### src/rtl/id_stage.sv
// RV32I decode / operand-fetch stage feeding the ID/EX pipeline register.
module id_stage #(
    parameter int unsigned XLEN       = 32,
    parameter int unsigned REG_ADDR_W = 5
) (
    input  logic                  clk,
    input  logic                  rst_n,
    input  logic                  in_valid,
    output logic                  in_ready,
    input  logic [31:0]           in_instr,
    input  logic [XLEN-1:0]       in_pc,
    input  logic                  flush,
    output logic [REG_ADDR_W-1:0] rf_rs1,
    output logic [REG_ADDR_W-1:0] rf_rs2,
    input  logic [XLEN-1:0]       rf_rdata1,
    input  logic [XLEN-1:0]       rf_rdata2,
    input  logic                  wb_we,
    input  logic [REG_ADDR_W-1:0] wb_rd,
    input  logic [XLEN-1:0]       wb_data,
    output logic                  out_valid,
    input  logic                  out_ready,
    output logic [XLEN-1:0]       out_pc,
    output logic [XLEN-1:0]       out_rs1_val,
    output logic [XLEN-1:0]       out_rs2_val,
    output logic [XLEN-1:0]       out_imm,
    output logic [REG_ADDR_W-1:0] out_rd,
    output logic                  out_rd_we,
    output logic [3:0]            out_alu_op,
    output logic                  out_alu_src_imm,
    output logic                  out_alu_src_pc,
    output logic [2:0]            out_funct3,
    output logic                  out_is_load,
    output logic                  out_is_store,
    output logic                  out_is_branch,
    output logic                  out_is_jal,
    output logic                  out_is_jalr,
    output logic                  out_illegal
);

    localparam logic [6:0] OPC_OP     = 7'b0110011;
    localparam logic [6:0] OPC_OP_IMM = 7'b0010011;
    localparam logic [6:0] OPC_LOAD   = 7'b0000011;
    localparam logic [6:0] OPC_STORE  = 7'b0100011;
    localparam logic [6:0] OPC_BRANCH = 7'b1100011;
    localparam logic [6:0] OPC_JAL    = 7'b1101111;
    localparam logic [6:0] OPC_JALR   = 7'b1100111;
    localparam logic [6:0] OPC_LUI    = 7'b0110111;
    localparam logic [6:0] OPC_AUIPC  = 7'b0010111;

    localparam logic [3:0] ALU_ADD    = 4'd0;
    localparam logic [3:0] ALU_SUB    = 4'd1;
    localparam logic [3:0] ALU_SLL    = 4'd2;
    localparam logic [3:0] ALU_SLT    = 4'd3;
    localparam logic [3:0] ALU_SLTU   = 4'd4;
    localparam logic [3:0] ALU_XOR    = 4'd5;
    localparam logic [3:0] ALU_SRL    = 4'd6;
    localparam logic [3:0] ALU_SRA    = 4'd7;
    localparam logic [3:0] ALU_OR     = 4'd8;
    localparam logic [3:0] ALU_AND    = 4'd9;
    localparam logic [3:0] ALU_PASS_B = 4'd10;

    typedef struct packed {
        logic [XLEN-1:0]       pc;
        logic [XLEN-1:0]       rs1_val;
        logic [XLEN-1:0]       rs2_val;
        logic [XLEN-1:0]       imm;
        logic [REG_ADDR_W-1:0] rd;
        logic                  rd_we;
        logic [3:0]            alu_op;
        logic                  alu_src_imm;
        logic                  alu_src_pc;
        logic [2:0]            funct3;
        logic                  is_load;
        logic                  is_store;
        logic                  is_branch;
        logic                  is_jal;
        logic                  is_jalr;
        logic                  illegal;
    } bundle_t;

    // Operand pick: x0 reads zero, a same-cycle write-back wins over the stale RF read.
    function automatic logic [XLEN-1:0] pick_operand(
        input logic [REG_ADDR_W-1:0] idx,
        input logic [XLEN-1:0]       rdata,
        input logic                  we,
        input logic [REG_ADDR_W-1:0] wrd,
        input logic [XLEN-1:0]       wdata
    );
        if (idx == '0)               return '0;
        else if (we && (wrd == idx)) return wdata;
        else                         return rdata;
    endfunction

    logic [6:0]            opcode;
    logic [2:0]            funct3;
    logic [6:0]            funct7;
    logic [REG_ADDR_W-1:0] rs1, rs2, rd;
    logic [31:0]           imm32;
    logic                  uses_rs1, uses_rs2, legal, writes_rd;
    logic                  hazard, accept;
    bundle_t               dec;
    bundle_t               bundle_d, bundle_q;
    logic                  valid_d, valid_q;

    assign opcode = in_instr[6:0];
    assign funct3 = in_instr[14:12];
    assign funct7 = in_instr[31:25];
    assign rs1    = REG_ADDR_W'(in_instr[19:15]);
    assign rs2    = REG_ADDR_W'(in_instr[24:20]);
    assign rd     = REG_ADDR_W'(in_instr[11:7]);
    assign rf_rs1 = rs1;
    assign rf_rs2 = rs2;

    // Instruction decode into the next bundle candidate.
    always_comb begin
        dec       = '0;
        imm32     = '0;
        uses_rs1  = 1'b1;
        uses_rs2  = 1'b0;
        legal     = 1'b1;
        writes_rd = 1'b0;
        dec.pc     = in_pc;
        dec.funct3 = funct3;
        dec.rd     = rd;
        dec.alu_op = ALU_ADD;
        case (opcode)
            OPC_OP: begin
                uses_rs2  = 1'b1;
                writes_rd = 1'b1;
                legal = (funct7 == 7'b0000000) ||
                        ((funct7 == 7'b0100000) && ((funct3 == 3'b000) || (funct3 == 3'b101)));
                case (funct3)
                    3'b000:  dec.alu_op = in_instr[30] ? ALU_SUB : ALU_ADD;
                    3'b001:  dec.alu_op = ALU_SLL;
                    3'b010:  dec.alu_op = ALU_SLT;
                    3'b011:  dec.alu_op = ALU_SLTU;
                    3'b100:  dec.alu_op = ALU_XOR;
                    3'b101:  dec.alu_op = in_instr[30] ? ALU_SRA : ALU_SRL;
                    3'b110:  dec.alu_op = ALU_OR;
                    default: dec.alu_op = ALU_AND;
                endcase
            end
            OPC_OP_IMM: begin
                writes_rd       = 1'b1;
                dec.alu_src_imm = 1'b1;
                imm32 = {{20{in_instr[31]}}, in_instr[31:20]};
                case (funct3)
                    3'b000:  dec.alu_op = ALU_ADD;
                    3'b001: begin
                        dec.alu_op = ALU_SLL;
                        legal      = (funct7 == 7'b0000000);
                    end
                    3'b010:  dec.alu_op = ALU_SLT;
                    3'b011:  dec.alu_op = ALU_SLTU;
                    3'b100:  dec.alu_op = ALU_XOR;
                    3'b101: begin
                        dec.alu_op = in_instr[30] ? ALU_SRA : ALU_SRL;
                        legal      = (funct7 == 7'b0000000) || (funct7 == 7'b0100000);
                    end
                    3'b110:  dec.alu_op = ALU_OR;
                    default: dec.alu_op = ALU_AND;
                endcase
            end
            OPC_LOAD: begin
                writes_rd       = 1'b1;
                dec.is_load     = 1'b1;
                dec.alu_src_imm = 1'b1;
                imm32 = {{20{in_instr[31]}}, in_instr[31:20]};
                legal = (funct3 != 3'b011) && (funct3 != 3'b110) && (funct3 != 3'b111);
            end
            OPC_STORE: begin
                uses_rs2        = 1'b1;
                dec.is_store    = 1'b1;
                dec.alu_src_imm = 1'b1;
                imm32 = {{20{in_instr[31]}}, in_instr[31:25], in_instr[11:7]};
                legal = (funct3[2] == 1'b0) && (funct3 != 3'b011);
            end
            OPC_BRANCH: begin
                uses_rs2      = 1'b1;
                dec.is_branch = 1'b1;
                dec.alu_op    = ALU_SUB;
                imm32 = {{19{in_instr[31]}}, in_instr[31], in_instr[7],
                         in_instr[30:25], in_instr[11:8], 1'b0};
                legal = (funct3 != 3'b010) && (funct3 != 3'b011);
            end
            OPC_JAL: begin
                uses_rs1       = 1'b0;
                writes_rd      = 1'b1;
                dec.is_jal     = 1'b1;
                dec.alu_src_pc = 1'b1;
                imm32 = {{11{in_instr[31]}}, in_instr[31], in_instr[19:12],
                         in_instr[20], in_instr[30:21], 1'b0};
            end
            OPC_JALR: begin
                writes_rd      = 1'b1;
                dec.is_jalr    = 1'b1;
                dec.alu_src_pc = 1'b1;
                imm32 = {{20{in_instr[31]}}, in_instr[31:20]};
                legal = (funct3 == 3'b000);
            end
            OPC_LUI: begin
                uses_rs1        = 1'b0;
                writes_rd       = 1'b1;
                dec.alu_op      = ALU_PASS_B;
                dec.alu_src_imm = 1'b1;
                imm32 = {in_instr[31:12], 12'b0};
            end
            OPC_AUIPC: begin
                uses_rs1        = 1'b0;
                writes_rd       = 1'b1;
                dec.alu_src_imm = 1'b1;
                dec.alu_src_pc  = 1'b1;
                imm32 = {in_instr[31:12], 12'b0};
            end
            default: legal = 1'b0;
        endcase
        dec.imm     = XLEN'($signed(imm32));
        dec.rs1_val = pick_operand(rs1, rf_rdata1, wb_we, wb_rd, wb_data);
        dec.rs2_val = pick_operand(rs2, rf_rdata2, wb_we, wb_rd, wb_data);
        dec.rd_we   = writes_rd && (rd != '0);
        if (!legal) begin
            // Bad encodings still flow down the pipe so the trap carries its PC.
            dec.illegal   = 1'b1;
            dec.rd_we     = 1'b0;
            dec.is_load   = 1'b0;
            dec.is_store  = 1'b0;
            dec.is_branch = 1'b0;
            dec.is_jal    = 1'b0;
            dec.is_jalr   = 1'b0;
        end
    end

    // Load-use detection and handshake.
    always_comb begin
        hazard = valid_q && bundle_q.is_load && (bundle_q.rd != '0) &&
                 ((uses_rs1 && (bundle_q.rd == rs1)) || (uses_rs2 && (bundle_q.rd == rs2)));
        in_ready = (!valid_q || out_ready) && !hazard && !flush;
        accept   = in_valid && in_ready;
    end

    // Next-state for the ID/EX register: flush > accept > drain > hold.
    always_comb begin
        valid_d  = valid_q;
        bundle_d = bundle_q;
        if (flush) begin
            valid_d = 1'b0;
        end else if (accept) begin
            valid_d  = 1'b1;
            bundle_d = dec;
        end else if (out_ready) begin
            valid_d = 1'b0;
        end
    end

    // ID/EX pipeline register.
    always_ff @(posedge clk or negedge rst_n) begin
        if (!rst_n) begin
            valid_q  <= 1'b0;
            bundle_q <= '0;
        end else begin
            valid_q  <= valid_d;
            bundle_q <= bundle_d;
        end
    end

    assign out_valid       = valid_q;
    assign out_pc          = bundle_q.pc;
    assign out_rs1_val     = bundle_q.rs1_val;
    assign out_rs2_val     = bundle_q.rs2_val;
    assign out_imm         = bundle_q.imm;
    assign out_rd          = bundle_q.rd;
    assign out_rd_we       = bundle_q.rd_we;
    assign out_alu_op      = bundle_q.alu_op;
    assign out_alu_src_imm = bundle_q.alu_src_imm;
    assign out_alu_src_pc  = bundle_q.alu_src_pc;
    assign out_funct3      = bundle_q.funct3;
    assign out_is_load     = bundle_q.is_load;
    assign out_is_store    = bundle_q.is_store;
    assign out_is_branch   = bundle_q.is_branch;
    assign out_is_jal      = bundle_q.is_jal;
    assign out_is_jalr     = bundle_q.is_jalr;
    assign out_illegal     = bundle_q.illegal;

endmodule

### config.mk
export PLATFORM = sky130hd
export DESIGN_NAME = id_stage
export DESIGN_NICKNAME = d
export VERILOG_FILES = /design/src/rtl/id_stage.sv
export SDC_FILE = /design/constraint.sdc
export NUM_CORES = 1
export LEC_CHECK = 0
export BUFFER_PORTS_ARGS = -buffer_cell sky130_fd_sc_hd__buf_4
export CORE_AREA = 8 8 134 136
export DETAILED_ROUTE_END_ITERATION = 12
export DIE_AREA = 0 0 142 144
export GPL_TIMING_DRIVEN = 1
export PLACE_DENSITY = 0.79
export SLEW_MARGIN = 20
export SYNTH_ARGS = -nofsm -noshare
export SYNTH_HDL_FRONTEND = slang
export SYNTH_SLANG_ARGS = --single-unit
### constraint.sdc
create_clock -name clk -period 2.5 [get_ports clk]
set_input_delay 0.125 -clock clk [delete_from_list [all_inputs] [get_ports clk]]
set_output_delay 0.125 -clock clk [all_outputs]
set_load 0.02 [all_outputs]
==> impl_metrics.toml, run 1 <==
[critical_path]
worst_path_max_delay_cell = "or4_1"
cpPeakStageDelay_ns = 0.54
crit_path_cell_trace = "or4_1 > o211ai_1 > or4_4 > nand4_4 > buf_4 > clkbuf_16 > mux2_1"
crit_type = "reg -> reg"
cp-end-kind = "flop"
r2r_end = "out_pc[21]"
reg2regPathDepth = 7
required_ns = 2.81
critPathTopFamily = "simple AND/OR/NAND/NOR gates"
r2r_setup_slack_ns = 0.10
critical_path_arrival_ns = 2.70
cp_num_cells = 7
path_buf_inv = 2
r2r_start = "out_rd[2]"
worst_setup_path_start_kind = "flop"
crit_fanout = 14

[floorplan]
die_h_um = 144
coreArea_um2 = 16050
die_area_um2 = 20450
die_w_um = 142
io_pins = 332
row_count = 47
initial_core_util_pct = 45.23

[min_path]
hold_class = "in -> reg"
hold_depth = 2
holdCritStartpoint = "in_instr[12]"
whs_endpoint = "out_funct3[0]"

[run_status]
status = "finished clean"

[placed_design]
dpl.hpwl_um = 19300
gp_congestion = 0.8914
dpl_cell_area_um2 = 10090
io_buffers = 331
place_ws_ns = 0.1340

[timing]
post-route-period-util_pct = 95.87
finClkSkew_ns = 0.007295
slew_viol_final = 0
slew-limit-headroom_pct = 45.50
worst_slew_pin_slew_ns = 0.8101
max_freq_mhz = 417.2
setup_viol = 0
fin_ws_ns = 0.1032
hold_violations = 0
period_needed_ns = 2.397

[logic_synthesis]
synth_edf_count = 0
synth_nets = 854
syn_area_per_cell_um2 = 10.63
ys_ff_latch = 150
async_flop_share_pct = 100.0
synth_seq_area_share_pct = 51.69
synthesis.area_um2 = 7262
synth_flop_cell = "dfrtp_1"
synth_cells = 683
yosysWarnings = 0
synth_cell_type_count = 47

[clock_tree]
cts_buffers = 17
cts_sinks = 150
cts_tree = "yes"
cts_max_path_buffers = 2
root_buffer = "clkbuf_16"
clk_pin_slew_ns = 0.07
cts_max_level = 4
clkLatencyLatePin_ns = 0.42

[grt]
met2_usage_pct = 43.04
grt_start_max_net_pins = 81
gr-total-overflow = 0
gr-usage-met1_pct = 28.56
top_usage_layer = "met2"
track_usage_pct = 25.48
grt_antenna_before_repair = 0
met3_usage_pct = 9.211
grt_pass1_wl_um = 40260
grt_pass1_vias = 7311

[power]
p_per_area_nw_per_um2 = 637.4
ir_drop_uv = 396.4
p_leak_nw = 5.267

[flow_run]
drv_cap = 0

[routing]
firstDrtPassIters = 5
via_per_inst = 5.331
wirelength_um = 27350
drt.antenna.violating_nets = 0
drtIter0Drc = 556
wire_per_inst_um = 20.94
drc_errors = 0
vias = 6962

[layout]
final_nets = 1244
drive_gt1_share_pct = 40.61
antenna_cells = 0
syn2layout_area_growth_pct = 55.82
stdcell_area_um2 = 11320
-- cells by family (layout without fill, tap and decap cells) --
logic type / count (synthesis) / in the layout / synth area share, %
buffers and inverters: 63 / 466 / 4.531
AND/OR/NAND/NOR: 183 / 183 / 11.42
flip-flops: 150 / 150 / 51.69
AO/OA/AOI/OAI: 160 / 160 / 14.47
multiplexers: 107 / 107 / 15.47
XOR/XNOR: 20 / 20 / 2.412
-- metrics by stage --
| step | std cells | TNS, ns | hold WS, ns | power [W] | util (%) |
|---|---|---|---|---|---|
| 2_1_floorplan | 683 | 0 | -0.1706 | 0.003787 | - |
| 3_3_place_gp | 1213 | 0 | 0.01887 | 0.004732 | 62.86 |
| 3_5_place_dp | 1213 | 0 | 0.02218 | 0.004774 | 62.86 |
| 4_1_cts | 1291 | 0 | 0.01062 | 0.007174 | 69.09 |
| 5_1_grt | 1306 | -0.1537 | 0.02184 | 0.007520 | 70.49 |
| 6_report | 1306 | 0 | 0.02954 | 0.007213 | 70.49 |
-- registers in the layout (all words and copies together), names as in the netlist --
name,flops
out_rs2_val,32
out_imm,32
out_pc,32
out_is_load,1
out_illegal,1
out_alu_op,4
out_is_store,1
out_valid,1
out_funct3,3
out_rd_we,1
out_alu_src_imm,1
out_rd,5
out_alu_src_pc,1
out_is_branch,1
out_is_jalr,1
out_rs1_val,32
out_is_jal,1
-- cells in the mapped netlist (2+ instances only) --
cell type	instances	area, µm²
nand2_1	125	469.2
a32oi_1	2	17.52
nor2_1	13	48.80
nor4_1	4	25.02
xor2_1	8	70.07
o41ai_1	4	35.03
inv_1	3	11.26
xnor2_1	12	105.1
or4_1	7	52.55
a31oi_1	2	12.51
mux2_2	9	101.4
clkbuf_1	16	60.06
nand3_1	7	35.03
o21ai_0	43	215.2
and2_1	3	18.77
o22ai_1	2	12.51
o31ai_1	69	518.0
buf_1	3	11.26
and3_1	3	18.77
nor3_1	4	20.02
dfrtp_1	150	3754
mux2_1	33	371.6
nand3b_1	2	15.01
a22oi_1	5	37.54
a21oi_1	26	130.1
nor2b_1	5	31.28
buf_4	14	105.1
mux2i_1	65	650.6
buf_2	26	130.1
-- routing by layer --
layer  share of wire, %  vias to the layer above
met5                  0                        -
met4                2.7                        0
met3                8.8                       53
met2                 49                      338
met1                 39                     3340
li1                   -                     3231
-- power by group --
group	internal [W]	total [W]	switching, W
logic	0.000917	0.00196	0.00104
clock network	0.00130	0.00235	0.00105
registers	0.00272	0.00290	0.000177
-- area by class of cell --
class / count / area, µm²
Multi-Input combinational cell: 470 / 3221
Clock buffer: 18 / 439.2
Timing Repair Buffer: 431 / 3515
Sequential cell: 150 / 3755
Inverter: 3 / 11.26
Tap cell: 220 / 275.3
Clock inverter: 14 / 100.1
Fill cell: 1204 / 4738
-- worst register-to-register path, stage by stage, from the launching register on --
cell and delay, ns:
dfrtp_2 0.43, or4_1 0.54, o211ai_1 0.22, or4_4 0.17, nand4_4 0.22, buf_4 0.23, clkbuf_16 0.17, mux2_1 0.31
-- worst max-delay path by stage --
stage	slack, ns	end	startpoint
global placement	0.22	out_pc[5]	out_rd[1]
CTS	0.08	out_rs2_val[0]	in_instr[3]
global route	-0.02	out_imm[20]	out_rd[2]
finish	0.10	out_pc[21]	out_rd[2]
floorplan	0.25	out_rd[0]	out_rd[1]
detailed placement	0.13	out_rs1_val[1]	out_rd[1]
-- what timing repair did --
item	4_1_cts	5_1_grt
setup buffers	0	11
gates resized for setup	0	10
setup endpoints to repair	0	19
endpoints found under the hold margin	117	0
hold buffers	46	0
-- cells in the final DEF (no fill, tap or decap), types with 2 or more instances in the layout --
cell type      count
a32oi_1            2
clkinv_2           5
or4_4              2
mux2i_1           65
nor2_2             2
and3_2             2
xnor2_1           12
and2_1             3
clkinv_4           2
a31oi_1            2
a21oi_1           26
nand3b_1           2
a22oi_1            5
dfrtp_1          149
mux2_2            10
xor2_1             8
buf_6              3
nor4_1             4
inv_6              4
o31ai_2            2
o41ai_1            3
or4_1              5
nor2b_1            5
dlygate4sd3_1     46
nor3_1             4
nand3_1            7
inv_1              3
mux2_1            32
clkinvlp_4         3
clkbuf_16         21
nor2_1            11
buf_4            372
o22ai_1            2
o31ai_1           67
o21ai_0           43
nand2_1          125
o41ai_2            2
buf_12             5
(Power assumes the default switching activity.)
==> run 2, diff against run 1 <==
Settings changed: PLACE_DENSITY 0.79 to 0.88.
Clock period 2.5 ns to 2.6 ns, I/O delays scaled along.
==> impl_metrics.toml, run 2 (same netlist as run 1, synthesis figures left out) <==
[critical_path]
cp-end-kind = "flop"
startpoint = "out_rd[1]"
critical_path_arrival_ns = 2.75
crit_fanout = 64
crit_type = "reg -> reg"
worst_setup_path_start_kind = "flop"
r2r_start = "out_rd[1]"
required_ns = 2.90

[clock_tree]
clk_pin_slew_ns = 0.07
cts_max_level = 4
cts_max_path_buffers = 2
ctsResizeCount = 0
cts_sinks = 150
cts_tree = "yes"
root_buffer = "clkbuf_16"
clkLatencyLatePin_ns = 0.41
cts_buffers = 17

[timing]
hold_violations = 0
slew_viol_final = 0
fin_tns_setup_ns = 0
setup_viol = 0
slew-limit-headroom_pct = 50.28
max_freq_mhz = 407.6
post-route-period-util_pct = 94.37
period_needed_ns = 2.454
worst_slew_pin_slew_ns = 0.7390
finClkSkew_ns = 0.009602
holdWs_ns = 0.02262
rsz0062_at_grt = "no"

[floorplan]
die_area_um2 = 20450
io_pins = 332
die_w_um = 142
die_h_um = 144
row_count = 47
initial_core_util_pct = 45.23
coreArea_um2 = 16050

[flow_run]
drv_cap = 0

[placed_design]
io_buffers = 331
gp_congestion = 0.8947
dpl.hpwl_um = 19300

[routing]
drc_errors = 0
wirelength_um = 26530
drtIter0Drc = 544
drt.antenna.violating_nets = 0
wire_per_inst_um = 20.87
firstDrtPassIters = 5
via_per_inst = 5.440
vias = 6914

[power]
p_per_area_nw_per_um2 = 659.8
ir_drop_uv = 411.3
p_leak_nw = 5.089

[grt]
grt_pass1_vias = 7301
grt_start_max_net_pins = 75
grt_antenna_before_repair = 0
gr-total-overflow = 0
track_usage_pct = 25.77
grt_pass1_wl_um = 40710

[layout]
final_cell_mix = "343 x buf_4, 150 x dfrtp_1, 125 x nand2_1, 69 x o31ai_1, 65 x mux2i_1"
syn2layout_area_growth_pct = 52.24
fin_util_pct = 68.86
final_common_cell = "buf_4"
antenna_cells = 0
n_fill_cell = 1170
drive_gt1_share_pct = 38.06
final_nets = 1209

[run_status]
status = "finished clean"

[min_path]
holdCritStartpoint = "in_instr[12]"
hold_class = "in -> reg"
==> run 2: area by class of cell <==
class	instances	area, µm²	area share, %
Clock inverter	15	212.7	1.924
Sequential cell	150	3754	33.95
Multi-Input combinational cell	470	3201	28.95
Timing Repair Buffer	396	3177	28.73
Inverter	3	11.26	0.1019
Tap cell	220	275.3	2.490
Clock buffer	17	425.4	3.848
==> run 2: final timing paths <==
check,to,slack (ns),cells past startpoint
setup / recovery,out_rs1_val[1],0.15,7
hold / removal,out_funct3[0],0.02,2
setup reg to reg,out_rs1_val[1],0.15,7
hold reg to reg,out_rs2_val[2],0.48,2
max in group asynchronous,out_imm[9],1.49,3
min in group asynchronous,out_pc[3],0.29,2
==> run 2: power by group <==
group	switching (W)	internal (W)
sequential	0.000185	0.00262
combinational	0.000985	0.000834
clock	0.00104	0.00163
total	0.00221	0.00509
==> run 2: worst max-delay path, cell delays in order (launching register included) <==
cell      delay (ns)
dfrtp_1         0.44
or4_1           0.54
o211ai_1        0.20
or4_1           0.21
nand4_4         0.17
buf_12          0.25
buf_12          0.20
o31ai_1         0.30
==> run 2: what timing repair did <==
action | CTS | global route
setup endpoints to repair | 0 | 8
hold buffers | 45 | 0
hold endpoints to repair | 107 | 0
buffers inserted | 0 | 1
==> run 2: per-layer routing <==
layer / up-vias / global-route usage [%] / share of wire (%)
li1: 3155 / - / -
met1: 3357 / 28.58 / 38
met2: 349 / 45.61 / 51
met3: 53 / 7.461 / 8.2
met4: 0 / 10.51 / 2.9
met5: - / 0 / 0
==> run 2: through the flow <==
stage / cell area (µm²) / instances / setup WS (ns) / power, W
final: 11060 / 1271 / 0.1465 / 0.007295
after global routing: 11060 / 1271 / 0.02572 / 0.007589
after CTS: 11050 / 1270 / 0.1063 / 0.007332
after detailed placement: 9960 / 1193 / 0.1751 / 0.004593
after global placement: 9960 / 1193 / 0.3258 / 0.004529
after floorplan: 7262 / 683 / 0.3542 / 0.003641
==> run 3, diff against run 2 <==
Settings changed: CORE_AREA 8 8 134 136 to 4 4 130 132, DIE_AREA 0 0 142 144 to 0 0 134 136.
==> impl_metrics.toml, run 3 (same netlist as run 1, synthesis figures left out) <==
[placed_design]
dpl.hpwl_um = 17780
post-place-cells = 1187
gp_congestion = 0.8760
io_buffers = 331
place_ws_ns = 0.2933

[timing]
finClkSkew_ns = 0.009031
hold_violations = 0
rsz0062_at_grt = "no"
fin_tns_setup_ns = 0
worst_slew_pin_slew_ns = 0.7002
fin_ws_ns = 0.1262
slew-limit-headroom_pct = 52.89
period_needed_ns = 2.474
max_freq_mhz = 404.2
setup_viol = 0
post-route-period-util_pct = 95.15
slew_viol_final = 0

[grt]
grt_pass1_wl_um = 37830
grt_start_max_net_pins = 108
grt_antenna_before_repair = 1
track_usage_pct = 26.44
gr-total-overflow = 0
grt_pass1_vias = 7050

[clock_tree]
cts_max_path_buffers = 2
ctsResizeCount = 0
clk_pin_slew_ns = 0.07
cts_max_level = 4
cts_buffers = 17
cts_sinks = 150
root_buffer = "clkbuf_16"
clkLatencyLatePin_ns = 0.41
cts_tree = "yes"
cts_setup_buffers = 0

[critical_path]
cp-end-kind = "flop"
worst_setup_path_start_kind = "input pin"
critPathTopFamily = "simple AND/OR/NAND/NOR gates"
required_ns = 2.89
r2r_setup_slack_ns = 0.21
worst_path_max_delay_cell = "dlygate4sd3_1"
r2r_start = "out_rd[4]"
cpPeakStageDelay_ns = 0.54
crit_fanout = 79
reg2regPathDepth = 6
crit_path_cell_trace = "dlygate4sd3_1 > buf_4 > and4bb_2 > nand3_1 > or4_1 > nand4_4 > buf_12 > mux2_1"
cp_num_cells = 8
r2r_end = "out_pc[14]"
critical_path_arrival_ns = 2.76
startpoint = "in_instr[3]"
crit_type = "in -> reg"
crit_end = "out_pc[14]"
path_buf_inv = 3

[power]
clkPwrFrac_pct = 33.9
ir_drop_uv = 450.3
p_per_area_nw_per_um2 = 633.7
p_int_w = 0.004797
p_leak_nw = 5.031
p_sw_share_pct = 30.84
seqPwrFrac_pct = 40.4
p_comb_share_pct = 25.7
p_switching_w = 0.002139

[run_status]
status = "finished clean"

[floorplan]
die_w_um = 134
initial_core_util_pct = 46.22
coreArea_um2 = 15710
die_area_um2 = 18220
row_count = 46
io_pins = 332
die_h_um = 136

[layout]
stdcell_count = 1265
ff_latch_area_um2 = 3754
multi_input_area_um2 = 3201
final_nets = 1206
final_cell_mix = "341 x buf_4, 150 x dfrtp_1, 125 x nand2_1, 69 x o31ai_1, 65 x mux2i_1"
syn2layout_area_growth_pct = 50.72
n_fill_cell = 1135
fin_util_pct = 69.66
drive_gt1_share_pct = 37.79
final_common_cell = "buf_4"

[routing]
firstDrtPassIters = 6
drt.antenna.violating_nets = 0
wire_per_inst_um = 19.52
via_per_inst = 5.443
wirelength_um = 24690
drtIter0Drc = 485
vias = 6885
drc_errors = 0

[flow_run]
drv_cap = 0

[min_path]
hold_class = "in -> reg"
run 3: area by class of cell:
class	count	area share, %
flip-flops and latches	150	34.29
multi-input cells	470	29.24
well taps	216	2.469
clock inverters	13	1.120
inverters	3	0.1029
diodes	1	0.02286
clock buffers	19	4.047
repair buffers	393	28.70
run 3: per-stage QoR:
stage               total power (W)  instance area (µm²)  hold slack [ns]
floorplan                  0.003641                 7262          -0.1656
global route               0.007218                10950          0.02244
finish                     0.006936                10950          0.02941
global placement           0.004504                 9927           0.1577
detailed placement         0.004559                 9927           0.1620
CTS                        0.006973                10940         0.009629
run 3: worst min-delay path by stage:
stage	start	end	slack (ns)	depth (start not counted)
floorplan	rst_n	out_alu_op[0]	-0.17	0
global placement	rst_n	out_pc[29]	0.16	1
detailed placement	rst_n	out_pc[29]	0.16	1
CTS	in_instr[12]	out_funct3[0]	0.01	2
global route	in_instr[12]	out_funct3[0]	0.02	2
finish	in_instr[27]	out_imm[7]	0.03	3
run 3: repair_timing:
item | CTS | global route
endpoints found under the setup margin | 0 | 0
hold buffers | 45 | 0
endpoints found under the hold margin | 108 | 0
run 3: power groups by stage:
stage	Combinational (W)	Clock (W)	Sequential [W]
final	0.00178	0.00235	0.00280
after global routing	0.00190	0.00248	0.00284
after CTS	0.00178	0.00240	0.00279
after detailed placement	0.00172	0	0.00284
after global placement	0.00168	0	0.00282
after floorplan	0.000472	0	0.00317
run 3: tightest hold or removal path, cell delays in order:
cell	delay, ns
buf_4	0.13
nand2_1	0.05
o21ai_0	0.08
run 3: layer usage:
layer  part of all wire (%)  up-vias  GRT usage [%]
met1                     37     3327          30.75
li1                       -     3149              -
met5                      0        -              0
met3                    8.5       56          6.884
met4                    3.8        0          11.60
met2                     50      353          46.18
